### src/rtl/ifu_fetch_engine.sv
// Instruction fetch unit: issues one word-aligned read at a time over a valid/ready bus,
// buffers the returned words in a small FIFO for the decoder and handles branch redirects.
module ifu_fetch_engine #(
    parameter int                    ADDR_WIDTH = 32,
    parameter int                    DATA_WIDTH = 32,
    parameter logic [ADDR_WIDTH-1:0] RESET_PC   = 32'h8000_0000,
    parameter int                    BUF_DEPTH  = 4
) (
    input  logic                  clk,
    input  logic                  rst,
    input  logic                  redirect_valid,
    input  logic [ADDR_WIDTH-1:0] redirect_pc,
    output logic                  req_valid,
    input  logic                  req_ready,
    output logic [ADDR_WIDTH-1:0] req_addr,
    input  logic                  rsp_valid,
    output logic                  rsp_ready,
    input  logic [DATA_WIDTH-1:0] rsp_data,
    input  logic                  rsp_err,
    output logic                  out_valid,
    input  logic                  out_ready,
    output logic [ADDR_WIDTH-1:0] out_pc,
    output logic [DATA_WIDTH-1:0] out_inst,
    output logic                  out_err
);

    localparam int PTR_W = (BUF_DEPTH > 1) ? $clog2(BUF_DEPTH) : 1;
    localparam int CNT_W = PTR_W + 1;
    localparam logic [CNT_W-1:0] DEPTH_C = CNT_W'(BUF_DEPTH);

    typedef enum logic [1:0] {S_REQ, S_WAIT, S_DROP, S_HALT} state_t;

    typedef struct packed {
        logic [ADDR_WIDTH-1:0] pc;
        logic [DATA_WIDTH-1:0] inst;
        logic                  err;
    } entry_t;

    state_t                state_q, state_d;
    logic [ADDR_WIDTH-1:0] fetch_pc_q, fetch_pc_d;
    logic                  pend_q, pend_d;
    logic [ADDR_WIDTH-1:0] pend_pc_q, pend_pc_d;
    logic [CNT_W-1:0]      count_q;
    logic [PTR_W-1:0]      rd_ptr_q, wr_ptr_q;
    logic                  push, pop;
    logic [ADDR_WIDTH-1:0] redir_pc;
    entry_t                buf_mem [BUF_DEPTH];

    assign redir_pc  = {redirect_pc[ADDR_WIDTH-1:2], 2'b00};
    assign req_addr  = fetch_pc_q;
    assign out_valid = (count_q != '0);
    assign pop       = out_valid && out_ready;
    assign out_pc    = out_valid ? buf_mem[rd_ptr_q].pc   : '0;
    assign out_inst  = out_valid ? buf_mem[rd_ptr_q].inst : '0;
    assign out_err   = out_valid ? buf_mem[rd_ptr_q].err  : 1'b0;

    // NOTE: every signal written here gets a default first so no path can infer a latch.
    always_comb begin
        state_d    = state_q;
        fetch_pc_d = fetch_pc_q;
        pend_d     = pend_q;
        pend_pc_d  = pend_pc_q;
        push       = 1'b0;
        req_valid  = 1'b0;
        rsp_ready  = 1'b0;
        unique case (state_q)
            S_REQ: begin
                // A redirect against a presented request is parked in pend_* so the bus stays stable.
                req_valid = !rst && ((count_q < DEPTH_C) || pend_q);
                if (req_valid && req_ready) begin
                    pend_d = 1'b0;
                    if (redirect_valid) begin
                        state_d    = S_DROP;
                        fetch_pc_d = redir_pc;
                    end else if (pend_q) begin
                        state_d    = S_DROP;
                        fetch_pc_d = pend_pc_q;
                    end else begin
                        state_d = S_WAIT;
                    end
                end else if (redirect_valid) begin
                    if (req_valid) begin
                        pend_d    = 1'b1;
                        pend_pc_d = redir_pc;
                    end else begin
                        fetch_pc_d = redir_pc;
                    end
                end
            end
            S_WAIT: begin
                rsp_ready = !rst;
                if (redirect_valid) begin
                    fetch_pc_d = redir_pc;
                    state_d    = rsp_valid ? S_REQ : S_DROP;
                end else if (rsp_valid) begin
                    push       = 1'b1;
                    fetch_pc_d = fetch_pc_q + ADDR_WIDTH'(4);
                    state_d    = rsp_err ? S_HALT : S_REQ;
                end
            end
            S_DROP: begin
                rsp_ready = !rst;
                if (redirect_valid) fetch_pc_d = redir_pc;
                if (rsp_valid)      state_d    = S_REQ;
            end
            S_HALT: begin
                if (redirect_valid) begin
                    fetch_pc_d = redir_pc;
                    state_d    = S_REQ;
                end
            end
            default: state_d = S_REQ;
        endcase
    end

    always_ff @(posedge clk) begin
        if (rst) begin
            state_q    <= S_REQ;
            fetch_pc_q <= RESET_PC;
            pend_q     <= 1'b0;
            pend_pc_q  <= '0;
            count_q    <= '0;
            rd_ptr_q   <= '0;
            wr_ptr_q   <= '0;
        end else begin
            state_q    <= state_d;
            fetch_pc_q <= fetch_pc_d;
            pend_q     <= pend_d;
            pend_pc_q  <= pend_pc_d;
            if (redirect_valid) begin
                count_q  <= '0;
                rd_ptr_q <= '0;
                wr_ptr_q <= '0;
            end else begin
                if (push) wr_ptr_q <= wr_ptr_q + 1'b1;
                if (pop)  rd_ptr_q <= rd_ptr_q + 1'b1;
                count_q <= count_q + CNT_W'(push) - CNT_W'(pop);
            end
        end
    end

    // NOTE: storage is deliberately not reset; count_q alone says which entries are live.
    always_ff @(posedge clk) begin
        if (push) buf_mem[wr_ptr_q] <= '{pc: fetch_pc_q, inst: rsp_data, err: rsp_err};
    end

endmodule

### config.mk
export PLATFORM = sky130hd
export DESIGN_NAME = ifu_fetch_engine
export DESIGN_NICKNAME = d
export VERILOG_FILES = /design/src/rtl/ifu_fetch_engine.sv
export SDC_FILE = /design/constraint.sdc
export NUM_CORES = 1
export LEC_CHECK = 0
export BUFFER_PORTS_ARGS = -buffer_cell sky130_fd_sc_hd__buf_2
export CAP_MARGIN = 0
export CORE_ASPECT_RATIO = 0.8
export CORE_MARGIN = 2
export CORE_UTILIZATION = 50
export DETAILED_ROUTE_END_ITERATION = 7
export PLACE_DENSITY = 0.75
export SYNTH_ARGS = -nofsm -noshare
export SYNTH_HDL_FRONTEND = slang
export SYNTH_SLANG_ARGS = --single-unit
### constraint.sdc
create_clock -name clk -period 9 [get_ports clk]
set_clock_uncertainty 0.1 [all_clocks]
set_input_delay 1.35 -clock clk [delete_from_list [all_inputs] [get_ports clk]]
set_output_delay 1.35 -clock clk [all_outputs]
set_load 0.05 [all_outputs]
==> impl_metrics.yaml, run 1 <==
setup_path:
  slowest_delay_ps: 610
  critical_path.cell_chain: "buf_2 -> buf_4 -> inv_1 -> nand3_1 -> inv_1 -> buf_2"
  critical_path_depth: 6
  critPathBufInv: 5
  arrival_ps: 3030
  r2r_cells: 12
  critPathKind: "primary input to primary output"
  critical_path.top_delay_family: "buffers and inverters"
  critPathCaptureType: "primary output"
  path_max_fanout: 72
  cp.required_ps: 7550
  cp-start-kind: "primary input"
  cp_slowest_cell: "buf_4"
placed_design:
  gp_congestion: 0.8813
  postPlaceCellArea_um2: 14930
  io_buffer_count: 164
  post-dp-hpwl_mm: 18.83
global_routing:
  grt_antenna_before_repair: 0
  grt_pass1_vias: 8379
  grt_max_degree: 73
  globalRouteTotalUtil_pct: 21.28
  grt_first_pass_wirelength_mm: 48.34
  overflow: 0
clock_tree:
  cts_tree: "built"
  cts_buffers: 31
  ctsResizeCount: 0
  cts_buffer_depth: 3
  cts_max_level: 1
  post-cts-setup-buffers: 0
  clock-sinks: 324
  hold_buffers: 0
  clk_latency_ps: 560
  cts.clk_slew.worst_paths_ps: 60
  ctsRootBufferMaster: "clkbuf_16"
hold_path:
  hp-class: "register to register"
  hold_depth: 2
sta:
  final_max_slew_viol_count: 0
  post-route-min-period_ps: 4484
  finalSetupViolCount: 0
  rsz0062_at_grt: "no"
  hold_viol: 0
  tns_ps: 0
  period_share_pct: 49.82
  worst_pin_slew_ps: 1101
  fmax_mhz: 223.0
  relSlewSlack_pct: 26.63
yosys:
  ys_seq_elements: 324
  synth_edf_count: 252
  yosysSeqAreaShare_pct: 65.30
  synth.distinct_cells: 68
  avgSynthCellArea_um2: 14.36
  synthFlopType: "edfxtp_1"
  syn-cell-area_um2: 13800
  synth_cells: 961
  async_flop_share_pct: 0
  yosys_warnings: 0
finish:
  num_antenna_cells: 0
  drive_above_1_share_pct: 26.66
  final_common_cell: "edfxtp_1"
  final_cell_mix: "252 x edfxtp_1, 164 x buf_2, 97 x nand2_1, 70 x dfxtp_1, 66 x and2_1"
  syn2layout_area_growth_pct: 15.25
  design_area_um2: 15900
  final_nets: 1189
run_status:
  outcome: "finished clean"
die:
  io_pins: 171
  coreArea_um2: 27230
  die_x_um: 189.7
  die_h_um: 152.6
  start_util_pct: 50.67
  dieArea_um2: 28940
  rows: 54
route:
  drt_iter0_drc: 853
  vias: 8657
  routed_wl_mm: 30.76
  viasPerCell: 5.798
  drtAntennaViolNets: 0
  post_drt_wl_per_cell_um: 20.60
  drtPass1Iterations: 5
  drcViolationCount: 0
pwr:
  power_density_nw_per_um2: 245.2
  peakVddDrop_mv: 0.1704
  p_leak_nw: 5.607
run:
  max_cap_viol_count: 0
-- through the flow --
stage                     worst slack (ps)  total power, mW  utilization [%]  hold slack, ps  std cells
final                                 4516            3.899            58.40           351.9       1493
after global routing                  4346            4.055            58.40           376.6       1493
after CTS                             4466            3.916            58.40           351.6       1493
after detailed placement              4559            2.673            54.82           342.9       1437
after global placement                4580            2.656            54.82           340.1       1437
after floorplan                       4896            2.416                -           331.9        964
-- final cells by class --
class	instances	area, µm²
Clock buffer	43	840.8
Clock inverter	13	131.4
Inverter	21	78.83
Fill cell	2144	11330
Sequential cell	324	9016
Timing Repair Buffer	172	880.8
Tap cell	364	455.4
Multi-Input combinational cell	556	4497
-- sequential cells by signal, indices dropped and copies added (netlist names), named ones only --
signal     cells
pend_q         1
req_addr      30
pend_pc_q     30
buf_mem      252
rd_ptr_q       2
state_q        2
wr_ptr_q       2
count_q        3
-- cells by family after synthesis --
kind of cell / after synthesis / synth area share (%)
AO/OA/AOI/OAI: 160 / 7.999
XOR/XNOR: 14 / 0.8888
adder cells (fa/ha/maj): 12 / 1.143
buffers and inverters: 84 / 2.440
flip-flops: 324 / 65.30
multiplexers: 70 / 10.81
other: 1 / 0.02718
AND/OR/NAND/NOR: 296 / 11.39
-- path summary, 6_finish.rpt --
path | startpoint | endpoint | slack (ps)
min | pend_pc_q[14]$_SDFFE_PP0P_ | pend_pc_q[14]$_SDFFE_PP0P_ | 350
max | rst | req_valid | 4520
min reg2reg | pend_pc_q[14]$_SDFFE_PP0P_ | pend_pc_q[14]$_SDFFE_PP0P_ | 350
max reg2reg | state_q[1]$_SDFFE_PP0P_ | count_q[2]$_SDFF_PP0_ | 5500
-- synthesized netlist by cell type, types with 13 or more instances --
master    number  share of area [%]
mux4_2        63                 10
a21oi_1       57                2.1
dfxtp_1       72                 10
nand2_1       97                2.6
buf_1         13               0.35
o21ai_0       13               0.47
a211oi_1      14               0.76
edfxtp_1     252                 55
and3_1        18               0.82
nand4_1       14               0.63
inv_1         21               0.57
and2_1        66                3.0
nor2_1        32               0.87
nand3_1       14               0.51
clkbuf_1      41                1.1
-- routing by layer --
layer,global-route usage (%),wire (µm)
met2,32.55,13560
met3,4.053,2775
met1,32.39,13900
met5,0,0
met4,3.618,523
-- power breakdown --
group | switching (mW) | internal [mW] | total (mW)
sequential | 0.147 | 1.73 | 1.88
clock | 0.536 | 0.710 | 1.25
combinational | 0.551 | 0.222 | 0.773
total | 1.23 | 2.67 | 3.90
-- tightest hold or removal path, delay by kind of cell, from the launching register on --
family / cells / cell delay, ps
AND/OR/NAND/NOR: 1 / 50
AO/OA/AOI/OAI: 1 / 50
flip-flops: 1 / 300
No activity file was read; power rests on OpenSTA's default activity.
==> run 2, diff against run 1 <==
==> constraint.sdc (replaced) <==
create_clock -name clk -period 4.2 [get_ports clk]
set_clock_uncertainty 0.1 [all_clocks]
set_input_delay 0.63 -clock clk [delete_from_list [all_inputs] [get_ports clk]]
set_output_delay 0.63 -clock clk [all_outputs]
set_load 0.05 [all_outputs]
==> run 2 against run 1 <==
Effect of this change: sequential power increased by 110%; power rose by 120%; via count rose by 0.55%; largest power group unchanged; setup slack got worse by 3600 ps; clock-buffer cell count down 4.
==> impl_metrics.yaml, run 2 (synthesized netlist as in run 1, its figures left out) <==
setup_path:
  cp.required_ps: 3470
  path_max_fanout: 39
  critPathKind: "register to primary output"
  cp_slowest_cell: "dfxtp_4"
  slowest_delay_ps: 670
  cp-start-kind: "register"
  critical_path.cell_chain: "buf_12 -> mux4_2 -> and2_1 -> buf_2"
  critPathCaptureType: "primary output"
  arrival_ps: 2580
clock_tree:
  cts_max_level: 1
  clock-sinks: 324
  post-cts-setup-buffers: 0
  hold_buffers: 0
  cts_tree: "built"
  cts_buffer_depth: 3
  ctsResizeCount: 0
  cts_buffers: 30
  clk_latency_ps: 560
  cts.clk_slew.worst_paths_ps: 60
  ctsRootBufferMaster: "clkbuf_16"
route:
  drt_iter0_drc: 852
  post_drt_wl_per_cell_um: 20.53
  vias: 8705
  viasPerCell: 5.803
  routed_wl_mm: 30.79
  drtAntennaViolNets: 0
  drcViolationCount: 0
  drtPass1Iterations: 5
finish:
  drive_above_1_share_pct: 27.31
  syn2layout_area_growth_pct: 15.87
  largest_register: "buf_mem"
  final_cell_mix: "252 x edfxtp_1, 164 x buf_2, 97 x nand2_1, 70 x dfxtp_1, 66 x and2_1"
  final_nets: 1194
  design_area_um2: 15990
  fill_cells: 2134
  final_common_cell: "edfxtp_1"
  largest_reg_flops: 252
global_routing:
  globalRouteTotalUtil_pct: 21.18
  grt_pass1_vias: 8417
  overflow: 0
  grt_max_degree: 66
  grt_first_pass_wirelength_mm: 48.17
  grt_antenna_before_repair: 0
sta:
  hold_viol: 0
  post-route-min-period_ps: 3314
  rsz0062_at_grt: "no"
  finalSetupViolCount: 0
  relSlewSlack_pct: 32.67
  worst_pin_slew_ps: 1010
  fmax_mhz: 301.8
  whs_ps: 186.7
  final_max_slew_viol_count: 0
  period_share_pct: 78.90
  tns_ps: 0
die:
  rows: 54
  coreArea_um2: 27230
  die_h_um: 152.6
  io_pins: 171
  die_x_um: 189.7
  start_util_pct: 50.67
  dieArea_um2: 28940
hold_path:
  hp-class: "primary input to register"
run_status:
  outcome: "finished clean"
placed_design:
  postPlaceCellArea_um2: 14980
  post-dp-hpwl_mm: 19.31
  gp_congestion: 0.8743
  io_buffer_count: 164
run:
  max_cap_viol_count: 0
pwr:
  design_power_total_mw: 8.434
  p_leak_nw: 5.647
  peakVddDrop_mv: 0.3740
  power_density_nw_per_um2: 527.6
-- run 2: cell types whose count changed in the layout (fill, tap and decap cells not counted), moves of 2 or more --
cell | before | now
buf_4 | 8 | 13
bufinv_16 | 2 | 4
clkbuf_1 | 10 | 8
clkinv_1 | 5 | 3
clkinv_2 | 3 | 5
clkinvlp_4 | 0 | 2
-- run 2: metrics by stage --
stage | util, % | worst slack, ps | instances
floorplan | - | 735.4 | 964
global placement | 55.03 | 1213 | 1443
CTS | 58.70 | 796.2 | 1499
detailed placement | 55.03 | 1122 | 1443
global route | 58.70 | 694.7 | 1499
finish | 58.71 | 886.3 | 1500
-- run 2: path summary, 6_finish.rpt --
check                                 start                         to  slack, ps  cells after the start
setup / recovery                   register               out_inst[29]        890                      4
hold / removal                 rsp_data[25]   buf_mem[2][26]$_DFFE_PP_        190                      1
hold reg to reg   pend_pc_q[8]$_SDFFE_PP0P_  pend_pc_q[8]$_SDFFE_PP0P_        350                      2
setup reg to reg    state_q[1]$_SDFFE_PP0P_  req_addr[13]$_SDFFE_PP0P_       1140                      7
-- run 2: worst max-delay path: cells and delay by family (launching register included) --
kind                   cells  cell delay (ps)
DFF                        1              670
and+or+nand+nor            1              180
muxes                      1              550
buffers and inverters      2              590
-- run 2: layout make-up --
class                           instances  area [µm²]  area share [%]
Clock buffer                           39       794.5           4.970
Sequential cell                       324        9016           56.40
Antenna cell                            1       2.502         0.01565
Multi-Input combinational cell        556        4494           28.12
Inverter                               21       78.83          0.4931
Clock inverter                         17       205.2           1.284
Timing Repair Buffer                  178       938.4           5.870
Tap cell                              364       455.4           2.849
-- run 2: where the power goes --
part	switching, mW	internal (mW)
Sequential	0.308	3.71
Combinational	1.19	0.484
Clock	1.15	1.59
-- run 2: layer usage --
metal | up-vias | share of wire, % | GRT usage, %
li1 | 4017 | - | -
met1 | 4313 | 45 | 32.50
met2 | 340 | 45 | 32.15
met3 | 35 | 8.4 | 3.984
met4 | 0 | 1.4 | 3.544
met5 | - | 0 | 0
==> run 3, diff against run 2 <==
--- a/config.mk
+++ b/config.mk
@@ -11,7 +11,7 @@
 export CORE_MARGIN = 2
 export CORE_UTILIZATION = 50
 export DETAILED_ROUTE_END_ITERATION = 7
-export PLACE_DENSITY = 0.75
+export PLACE_DENSITY = 0.78
 export SYNTH_ARGS = -nofsm -noshare
 export SYNTH_HDL_FRONTEND = slang
 export SYNTH_SLANG_ARGS = --single-unit
==> constraint.sdc (replaced) <==
create_clock -name clk -period 3 [get_ports clk]
set_clock_uncertainty 0.1 [all_clocks]
set_input_delay 0.45 -clock clk [delete_from_list [all_inputs] [get_ports clk]]
set_output_delay 0.45 -clock clk [all_outputs]
set_load 0.05 [all_outputs]
==> run 3 against run 2 <==
Effect of this change: power grew 42%; wire length grew 3.6%; worst hold slack lost 160 ps; largest cell class unchanged; sequential power grew 37%.
==> impl_metrics.yaml, run 3 (synthesized netlist as in run 1, its figures left out) <==
run_status:
  outcome: "finished clean"
finish:
  num_antenna_cells: 0
  fill_cells: 2050
  syn2layout_area_growth_pct: 20.62
  largest_reg_flops: 252
  final_cell_mix: "252 x edfxtp_1, 164 x buf_2, 97 x nand2_1, 70 x dfxtp_1, 66 x and2_1"
  largest_register: "buf_mem"
  final_common_cell: "edfxtp_1"
  drive_above_1_share_pct: 28.70
  stdcell_count: 1559
  final_nets: 1256
global_routing:
  grt_first_pass_wirelength_mm: 50.12
  overflow: 0
  grt_max_degree: 65
  grt_pass1_vias: 8802
  grt_antenna_before_repair: 0
  globalRouteTotalUtil_pct: 22.12
clock_tree:
  hold_buffers: 28
  cts.clk_slew.worst_paths_ps: 60
  cts_buffers: 31
  ctsResizeCount: 0
  ctsRootBufferMaster: "clkbuf_16"
  cts_tree: "built"
  clock-sinks: 324
  clk_latency_ps: 580
  post-cts-setup-buffers: 0
  cts_max_level: 1
  cts_buffer_depth: 3
die:
  dieArea_um2: 28940
  rows: 54
  start_util_pct: 50.67
  die_x_um: 189.7
  coreArea_um2: 27230
  die_h_um: 152.6
  io_pins: 171
setup_path:
  critical_path.top_delay_family: "simple AND/OR/NAND/NOR gates"
  slowest_delay_ps: 470
  cp.required_ps: 2450
  path_max_fanout: 64
  reg2reg_from: "state_q[0]$_SDFFE_PP0P_"
  worst-r2r-setup-slack_ps: 360
  cp_slowest_cell: "or3_2"
  critPathBufInv: 2
  rr_endpoint: "req_addr[16]$_SDFFE_PP0P_"
  arrival_ps: 2240
  critical_path.cell_chain: "or3_2 -> buf_4 -> and2_1 -> buf_2"
  critPathCaptureType: "primary output"
  cp-start-kind: "register"
  r2r_cells: 7
  critPathKind: "register to primary output"
placed_design:
  io_buffer_count: 164
  post-dp-hpwl_mm: 20.83
  dp_cells: 1476
  gp_congestion: 0.9141
  place_ws_ps: 312.9
sta:
  post-route-min-period_ps: 2787
  final_max_slew_viol_count: 0
  fin_ws_ps: 213.4
  fmax_mhz: 358.9
  hold_viol: 0
  rsz0062_at_grt: "no"
  finalSetupViolCount: 0
  tns_ps: 0
  worst_pin_slew_ps: 801.3
  period_share_pct: 92.89
  relSlewSlack_pct: 46.33
hold_path:
  hold_depth: 1
  worstHoldStart: "rsp_data[13]"
  hp-class: "primary input to register"
  hold_end: "buf_mem[0][14]$_DFFE_PP_"
route:
  drtAntennaViolNets: 0
  drcViolationCount: 0
  drtPass1Iterations: 7
  viasPerCell: 5.757
  vias: 8975
  drt_iter0_drc: 889
  routed_wl_mm: 31.91
  post_drt_wl_per_cell_um: 20.47
pwr:
  p_leak_nw: 5.990
  power_density_nw_per_um2: 722.1
  peakVddDrop_mv: 0.5269
run:
  max_cap_viol_count: 0
[run 3: cell types whose count changed in the layout (fill, tap and decap cells not counted), moves of 2 or more]
cell,change
dlygate4sd3_1,+28
buf_4,+22
buf_12,+11
and3_2,+4
and3_4,-4
clkbuf_1,-2
clkinvlp_4,-2
[run 3: report_power, final]
group	total, mW	leakage, nW	internal [mW]	switching, mW
Clock	3.90	0.498	2.25	1.65
Combinational	2.63	2.62	0.806	1.82
Sequential	5.49	2.88	5.20	0.291
[run 3: per-layer routing]
| layer | track usage, % | vias to the layer above | routed length, µm |
|---|---|---|---|
| met5 | 0 | - | 0 |
| met4 | 4.910 | 0 | 584 |
| met3 | 4.007 | 45 | 2705 |
| met2 | 34.41 | 390 | 14500 |
| met1 | 32.81 | 4408 | 14120 |
| li1 | - | 4132 | - |
[run 3: cell type report]
class / count / area (µm²) / share of cell area [%]
Tap cell: 364 / 455.4 / 2.737
Clock inverter: 18 / 211.5 / 1.271
Sequential cell: 324 / 9014 / 54.17
Inverter: 21 / 78.83 / 0.4737
Multi-Input combinational cell: 556 / 4479 / 26.92
Clock buffer: 37 / 798.3 / 4.797
Timing Repair Buffer: 239 / 1604 / 9.639
[run 3: worst max-delay path by stage]
stage                       startpoint                         to  slack [ps]  cells after the start
2_1_floorplan  state_q[1]$_SDFFE_PP0P_      count_q[2]$_SDFF_PP0_         140                     14
3_3_place_gp            redirect_valid  req_addr[16]$_SDFFE_PP0P_         340                      6
3_5_place_dp            redirect_valid  req_addr[16]$_SDFFE_PP0P_         310                      6
4_1_cts          count_q[1]$_SDFF_PP0_                 out_pc[12]         190                      4
5_1_grt        state_q[0]$_SDFFE_PP0P_  req_addr[16]$_SDFFE_PP0P_         110                      7
6_report         count_q[1]$_SDFF_PP0_                 out_pc[13]         210                      4
[run 3: per-stage QoR]
| stage | hold WS, ps | instance area, µm² | power, mW | utilization (%) |
|---|---|---|---|---|
| 6_report | 25.15 | 16640 | 12.02 | 61.12 |
| 3_3_place_gp | 339.7 | 15350 | 8.097 | 56.38 |
| 4_1_cts | 1.517 | 16640 | 12.06 | 61.12 |
| 3_5_place_dp | 346.7 | 15350 | 8.134 | 56.38 |
| 5_1_grt | 3.224 | 16640 | 12.48 | 61.12 |
| 2_1_floorplan | 331.9 | 13810 | 7.246 | - |
[run 3: worst reg2reg max path: stages (launching register included)]
cell       delay, ps
dfxtp_1          370
inv_1             80
ha_1             240
buf_4            210
a31oi_1          600
a22oi_1          310
o211a_1          220
a2111oi_0        370
